===== config.mk =====
export PLATFORM = sky130hd
export DESIGN_NAME = regfile_wb_ctrl
export DESIGN_NICKNAME = d
export VERILOG_FILES = /design/src/rtl/rv32_pkg.sv /design/src/rtl/rr_arb2.sv /design/src/rtl/regfile_wb_ctrl.sv
export SDC_FILE = /design/constraint.sdc
export NUM_CORES = 1
export LEC_CHECK = 0
export BUFFER_PORTS_ARGS = -buffer_cell sky130_fd_sc_hd__buf_2
export CORE_ASPECT_RATIO = 0.5
export CORE_MARGIN = 4
export CORE_UTILIZATION = 46
export CTS_BUF_LIST = sky130_fd_sc_hd__clkbuf_8 sky130_fd_sc_hd__clkbuf_16
export DETAILED_ROUTE_END_ITERATION = 8
export PLACE_DENSITY = 0.86
export SYNTH_ARGS = -nofsm -noshare
export SYNTH_HDL_FRONTEND = slang
export SYNTH_HIERARCHICAL = 1
export SYNTH_SLANG_ARGS = --single-unit

===== constraint.sdc =====
create_clock -name clk -period 2 [get_ports clk]
set_input_delay 0.1 -clock clk [delete_from_list [all_inputs] [get_ports clk]]
set_output_delay 0.1 -clock clk [all_outputs]
set_load 0.01 [all_outputs]

===== src/rtl/rv32_pkg.sv =====
// Shared RV32I write-back definitions: widths, register index type, state and requester ids.
// Latency: n/a (types and constants only).
// Backpressure: n/a.
package rv32_pkg;

  localparam int XLEN = 32;
  localparam int AW   = 5;
  localparam int NREG = 32;

  typedef logic [AW-1:0] reg_idx_t;

  typedef enum logic {
    ST_INIT = 1'b0,
    ST_RUN  = 1'b1
  } wb_state_e;

  typedef enum logic {
    REQ_A = 1'b0,
    REQ_B = 1'b1
  } req_id_e;

endpackage


===== src/rtl/rr_arb2.sv =====
// Two-way round-robin arbiter; on contention grants the requester that did not win last.
// Latency: grants are combinational; rr_last updates on the edge of each grant.
// Backpressure: a requester not granted keeps its request up; en=0 withholds all grants.
// Ports: clk/clrn (async active-high reset), en, a_req/b_req in, a_gnt/b_gnt out.
module rr_arb2
  import rv32_pkg::*;
(
  input  logic clk,
  input  logic clrn,
  input  logic en,
  input  logic a_req,
  input  logic b_req,
  output logic a_gnt,
  output logic b_gnt
);

  req_id_e rr_last;

  always_comb begin
    a_gnt = 1'b0;
    b_gnt = 1'b0;
    if (en) begin
      if (a_req && b_req) begin
        a_gnt = (rr_last == REQ_B);
        b_gnt = (rr_last == REQ_A);
      end else begin
        a_gnt = a_req;
        b_gnt = b_req;
      end
    end
  end

  // Starting from B means A wins the first contended cycle after reset.
  always_ff @(posedge clk or posedge clrn) begin
    if (clrn) begin
      rr_last <= REQ_B;
    end else if (a_gnt) begin
      rr_last <= REQ_A;
    end else if (b_gnt) begin
      rr_last <= REQ_B;
    end
  end

endmodule


===== src/rtl/regfile_wb_ctrl.sv =====
// Register-file write-back controller: zeroes x1..x31 after reset, then arbitrates ALU (A) and
// load (B) writers onto the single write port and tracks pending writes for RAW hazard queries.
// Latency: grant same cycle; wreg/wr/wd one cycle after the handshake. Backpressure: the loser holds its request.
// Ports: clk, clrn (async active-high), init_busy; a_*/b_* requesters; rsv_* reserve; q_* hazard query; wreg/wr/wd to regfile.
module regfile_wb_ctrl
  import rv32_pkg::*;
(
  input  logic            clk,
  input  logic            clrn,
  output logic            init_busy,
  input  logic            a_req,
  input  logic [AW-1:0]   a_wr,
  input  logic [XLEN-1:0] a_wd,
  output logic            a_gnt,
  input  logic            b_req,
  input  logic [AW-1:0]   b_wr,
  input  logic [XLEN-1:0] b_wd,
  output logic            b_gnt,
  input  logic            rsv_valid,
  input  logic [AW-1:0]   rsv_reg,
  input  logic [AW-1:0]   q_rs1,
  input  logic [AW-1:0]   q_rs2,
  output logic            q_hz1,
  output logic            q_hz2,
  output logic            wreg,
  output logic [AW-1:0]   wr,
  output logic [XLEN-1:0] wd
);

  wb_state_e       state;
  reg_idx_t        idx;
  logic [NREG-1:0] pending;
  logic [NREG-1:0] pend_nxt;

  assign init_busy = (state == ST_INIT);

  rr_arb2 u_arb (
    .clk   (clk),
    .clrn  (clrn),
    .en    (state == ST_RUN),
    .a_req (a_req),
    .b_req (b_req),
    .a_gnt (a_gnt),
    .b_gnt (b_gnt)
  );

  // No bypass: a hazard stays visible through the commit cycle itself.
  assign q_hz1 = pending[q_rs1];
  assign q_hz2 = pending[q_rs2];

  // Clear on commit first, then set, so a reservation landing on the commit edge survives.
  always_comb begin
    pend_nxt = pending;
    if (wreg) begin
      pend_nxt[wr] = 1'b0;
    end
    if ((state == ST_RUN) && rsv_valid && (rsv_reg != '0)) begin
      pend_nxt[rsv_reg] = 1'b1;
    end
    pend_nxt[0] = 1'b0;
  end

  always_ff @(posedge clk or posedge clrn) begin
    if (clrn) begin
      state   <= ST_INIT;
      idx     <= reg_idx_t'(1);
      pending <= '0;
      wreg    <= 1'b0;
      wr      <= '0;
      wd      <= '0;
    end else begin
      pending <= pend_nxt;
      case (state)
        ST_INIT: begin
          wreg <= 1'b1;
          wr   <= idx;
          wd   <= '0;
          idx  <= idx + reg_idx_t'(1);
          if (idx == reg_idx_t'(NREG - 1)) begin
            state <= ST_RUN;
          end
        end
        ST_RUN: begin
          // A granted write to x0 completes the handshake but never reaches the regfile.
          wreg <= 1'b0;
          if (a_gnt && (a_wr != '0)) begin
            wreg <= 1'b1;
            wr   <= a_wr;
            wd   <= a_wd;
          end else if (b_gnt && (b_wr != '0)) begin
            wreg <= 1'b1;
            wr   <= b_wr;
            wd   <= b_wd;
          end
        end
        default: begin
          state <= ST_INIT;
        end
      endcase
    end
  end

endmodule


======== Word level (Yosys, flattened, before mapping) ========
Cells that the tools add are included.
word-level totals
  flip-flop bits (word level) ............. 76
  bits in latches ......................... 0
  RAM bits ................................ 0
  bits in read-only memories .............. 0
  input bits .............................. 94
  memories kept ........................... 0
cells by class
  add/subtract/negate cells ............... 1
  multipliers ............................. 0
  divide/modulo/power cells ............... 0
  order comparisons ....................... 6
  eq/ne operators ......................... 2
  shift-type cells ........................ 0
  multiplexer cells ....................... 27
  bitwise operators ....................... 5
  reductions and logical operators ........ 11
operators with widths
  operator               count
  $mux W32               4
  $pmux W32 S2           1
  $and A32 B32 Y32       1
  $not A32 Y32           1
  $or A32 B32 Y32        1
  $lt A5 B6 Y1 const B   4
  $reduce_bool A5 Y1     3
  $mux W1                14
  $bmux W1 S5            2
  $demux W1 S5           2
  $ge A5 B1 Y1 const B   2
  $mux W5                2
  $pmux W5 S2            1
  $logic_and A1 B1 Y1    7
  $add A5 B1 Y5 const B  1
  $eq A5 B5 Y1 const B   1
  $ne A3 B1 Y1 const B   1
  $not A1 Y1             2
  $pmux W1 S2            1
  $reduce_bool A2 Y1     1

======== Logic depth before layout (Yosys ltp) ========
  depth in word-level cells ............... 9
  gate-level depth with buffers ........... 8
  gate-level depth less buffers ........... 6

======== Cells and area by module ========
Netlist, hierarchy kept.
by module, submodules not included
  module           times used  cells each  area each (um2)
  regfile_wb_ctrl  1           394         4,022.6
  rr_arb2          1           9           66.3

======== Worst setup path after synthesis ========
OpenSTA, ideal clock, no wires.
  kind .................................... reg2reg
  start ................................... reg u_arb.rr_last
  end ..................................... reg wr[0]
  setup time .............................. 125 ps
  arrival ................................. 1,696 ps
  data required time ...................... 1,875 ps
  path slack .............................. 179 ps
  cell stages (with the launch flop) ...... 8
  buffers on the path ..................... 1
  period minus slack after synthesis ...... 1,821 ps
  cell sequence ........................... dfstp_2 -> inv_1 -> a21oi_1 -> buf_2 -> o41ai_1 -> a221oi_1 -> nor2_1 -> mux2_2
on the way
  word-level cells in the longest chain between the ends .. 5
  elaborated cells between the ends (all ways) .. 10
ends and longest elaborated chain
  item                    RTL line               RTL
  start, declared         rr_arb2.sv:17          req_id_e rr_last;
  start signal, assigned  rr_arb2.sv:36          rr_last <= REQ_B;
  start signal, assigned  rr_arb2.sv:38          rr_last <= REQ_A;
  start signal, assigned  rr_arb2.sv:40          rr_last <= REQ_B;
  $mux W1 *               rr_arb2.sv:23          if (a_req && b_req) begin
  $mux W1 *               rr_arb2.sv:22          if (en) begin
  via a_gnt               regfile_wb_ctrl.sv:14  output logic a_gnt,
  $logic_and A1 B1 Y1 *   regfile_wb_ctrl.sv:86  if (a_gnt && (a_wr != '0)) begin
  $mux W5                 regfile_wb_ctrl.sv:86
  $pmux W5 S2             regfile_wb_ctrl.sv:73  case (state)
  end signal, assigned    regfile_wb_ctrl.sv:76  wr <= idx;
  end signal, assigned    regfile_wb_ctrl.sv:88  wr <= a_wr;
  end signal, assigned    regfile_wb_ctrl.sv:92  wr <= b_wr;
  end, declared           regfile_wb_ctrl.sv:26  output logic [AW-1:0] wr,
Mark *: on every way through the listed nets, which the timed path passes. The rest lies on a longest branch.
A chain may end at the register's enable or synchronous reset.

======== Worst setup path in the final report ========
  start ................................... reg pending[23]
  end ..................................... out q_hz1
on the way
  word-level cells in the longest chain between the ends .. 2
ends and longest elaborated chain
  item                           RTL line               RTL
  start, declared                regfile_wb_ctrl.sv:32  logic [NREG-1:0] pending;
  start signal, assigned         regfile_wb_ctrl.sv:72  pending <= pend_nxt;
  $bmux W1 S5                    regfile_wb_ctrl.sv:48  assign q_hz1 = pending[q_rs1];
  $mux W1 (not written as such)  regfile_wb_ctrl.sv:48
  end, declared                  regfile_wb_ctrl.sv:23  output logic q_hz1,
Every way passes these cells. The select of a mux whose other input is x is not followed.

==> summary.txt <==
Run status
  – Status: complete, no violations

Place
  – Post-Place Cells: 637
  – DP HPWL: 8.26 mm
  – Final estimated routing congestion in global placement: 0.953
  – Port bufs: 136

GRT
  – GR Overflow Total: 0
  – Initial antenna violation count: 0
  – Number of global-route vias before repair: 3649
  – Global Route Usage Sum: 0.210
  – Largest net degree at the start of global routing: 66
  – First-pass GRT wire length: 17.6 mm

Power
  – NetSw: 1.36 mW
  – Leakage power: ~2.5 nW
  – Worst VDD drop: 0.000478 V
  – Pwr Density: 879 mW/mm^2
  – Internal: 3.21 mW
  – Flop pwr share: 0.433
  – Net Sw Frac: 0.297
  – Comb power frac: 0.230
  – Clk pwr share: 0.337

Clock network
  – Resized cells post-CTS: 0
  – Clk Latency, worst-skew pair: 0.33 ns
  – Clk sinks: 76
  – CTS Buf Count: 9
  – Root Buffer Master: clkbuf_16
  – Max clock buf depth: 2
  – TritonCTS clock tree: done
  – Post-CTS Hold Buffers: 1
  – Clock transition at path regs: 0.06 ns
  – Post CTS Setup Buffer Count: 0
  – H-tree Lvls: 3

Hold path
  – Hold Path End: u_arb/rr_last
  – Hold Path Depth: 3
  – Worst hold path class: input port to flip-flop
  – Hold Startpoint: b_req

Yosys
  – Area fraction of the dominant cell type after synthesis: 0.453
  – Leading area contributor after synthesis: dfrtp_1
  – Avg Cell Area, Syn: 10.1 um^2
  – Unique masters post-synth: 41
  – Cells after Synth: 403
  – Mapped Area: around 0.0041 mm^2
  – Register area share after synthesis: 0.466
  – EDFF count, synth: 0
  – Syn nets: about 500
  – Top cells by area, synth: dfrtp_1 45%, mux2i_1 13%, o21ai_0 12%, a21oi_1 4.9%, mux4_2 3.3%
  – Prevailing post-synth register cell: dfrtp_1
  – Seq cells post-synth: 76
  – Yosys Warn Count: 6
  – Share of flip-flops with an asynchronous set or reset: 1.00

Timing
  – Unrepaired setup endpoints after global routing: false
  – Final worst path period need: around 1.8 ns
  – Slew margin rel.: 0.562
  – Hold WS: 0.0330 ns
  – Slew Viols, Final: 0
  – Max frequency: approximately 540 MHz
  – Worst Tran Pin Value: 0.655 ns
  – Final Hold Viols: 0
  – Final setup fails: 0
  – Setup TNS: 0 ns
  – Layout Skew: 0.0106 ns
  – Final period util: 0.918

Setup path
  – Startpoint class of the critical path: flip-flop
  – R2R Path End: wr[3]
  – R2r startpoint: state
  – CP endpoint kind: output pin
  – Critical Path Fanout Max: 3
  – Flop2flop setup slack: 0.21 ns
  – Setup CP Type: flip-flop to output pin
  – Crit path DAT: between 1.5 and 2 ns
  – Reg2Reg Depth: 5
  – Required time of the critical path: 1.90 ns

Layout
  – Antenna Cells: 0
  – Filler cell count in the final layout: 699
  – Layout Nets: 633
  – Most frequent cells in the layout: 136 x buf_2, 97 x o21ai_0, 74 x dfrtp_1, 52 x mux2i_1, 40 x a21oi_1
  – Commonest non-fill, non-tap cell in the layout: buf_2
  – Final cell count without fillers: 653
  – Share of cells above drive strength 1: 0.327
  – P&R area growth vs syn: 27.0%

Detailed routing
  – DRT iter0 DRCs: 334
  – Vias per inst: 5.70
  – WL final: ~11 mm
  – Drt wl/cell: roughly 17 um
  – Post-route DRC: 0
  – Pre-antenna DRT Iters: 6
  – Vias: 3722
  – Post-DRT Antenna Nets: 0

Floorplanning
  – Die Wd: 141 um
  – Die Area: 0.0106 mm^2
  – Initial core utilization: 0.492
  – Die Y: 74.7 um
  – Core Box Area: 0.00832 mm^2
  – # IOs: 137
  – Row count: 23

Job
  – Max cap viols: 0
==> how the worst max path moves through the flow <==
stage | slack (ns) | endpoint | start | cells after the start
6_report | 0.16 | q_hz1 | pending[23] | 5
3_3_place_gp | 0.25 | wr[3] | state | 5
2_1_floorplan | 0.18 | wr[0] | u_arb/rr_last | 7
3_5_place_dp | 0.19 | wr[3] | state | 5
5_1_grt | 0.06 | wr[3] | state | 5
4_1_cts | 0.15 | q_hz1 | pending[23] | 5
==> flip-flops by register name, indices dropped and copies added (netlist names) <==
name,count
wd,32
state,1
wr,5
pending,31
wreg,1
u_arb/rr_last,1
idx,5
==> critical path, cell delays in order (launching register included) <==
cell       delay [ns]
dfrtp_1          0.41
mux4_2           0.46
nand2b_1         0.15
o2111ai_1        0.11
nand4_1          0.12
buf_2            0.16
==> kinds of logic (layout without fill, tap and decap cells) <==
group | after synthesis | count (layout) | share of synthesized area
xor+xnor | 3 | 3 | 0.00643
fa+ha+maj | 2 | 2 | 0.00612
buf+inv | 30 | 168 | 0.0382
flops | 76 | 76 | 0.466
mux | 62 | 62 | 0.171
simple gates | 70 | 70 | 0.0918
compound gates | 160 | 160 | 0.220
==> metrics by stage <==
| stage | setup WS (ns) | cell area (um^2) | util | power (mW) |
|---|---|---|---|---|
| 2_1_floorplan | 0.179 | 4090 | - | 2.58 |
| 3_3_place_gp | 0.251 | 4900 | 0.589 | 2.99 |
| 3_5_place_dp | 0.193 | 4900 | 0.589 | 3.04 |
| 4_1_cts | 0.145 | 5190 | 0.624 | 4.60 |
| 5_1_grt | 0.0631 | 5190 | 0.624 | 4.80 |
| 6_report | 0.164 | 5190 | 0.624 | 4.56 |
==> cell usage after synthesis (6+ instances only) <==
library cell	instances
nand2_1	15
mux4_2	6
mux2i_1	52
nand3_1	15
buf_2	8
dfrtp_1	74
nor2_1	11
nor2b_1	6
clkbuf_1	9
nand2b_1	6
inv_1	7
a21oi_1	40
o21ai_0	97
==> cell type report <==
class                   instances  area, um^2  share of cell area
multi-input cells             297        2030               0.391
flip-flops and latches         76        1900               0.367
repair buffers                145         801               0.154
clock buffers                   9         225              0.0434
well taps                     112         140              0.0270
clock inverters                 6        58.8              0.0113
inverters                       8        33.8             0.00651
==> power by group through the flow <==
| stage | Combinational, mW | Sequential, mW | Clock [mW] |
|---|---|---|---|
| after detailed placement | 1.05 | 1.99 | 0 |
| after CTS | 1.05 | 1.97 | 1.57 |
| final | 1.05 | 1.97 | 1.54 |
| after floorplan | 0.592 | 1.99 | 0 |
| after global routing | 1.16 | 2.00 | 1.64 |
| after global placement | 1.02 | 1.97 | 0 |
==> metal layers <==
metal / up-vias / part of all wire / GRT usage
met3: 19 / 0.073 / 0.0400
met4: 0 / 0.018 / 0.0666
li1: 1770 / - / -
met1: 1774 / 0.42 / 0.270
met2: 159 / 0.49 / 0.370
met5: - / 0 / 0
(Power assumes the default switching activity.)
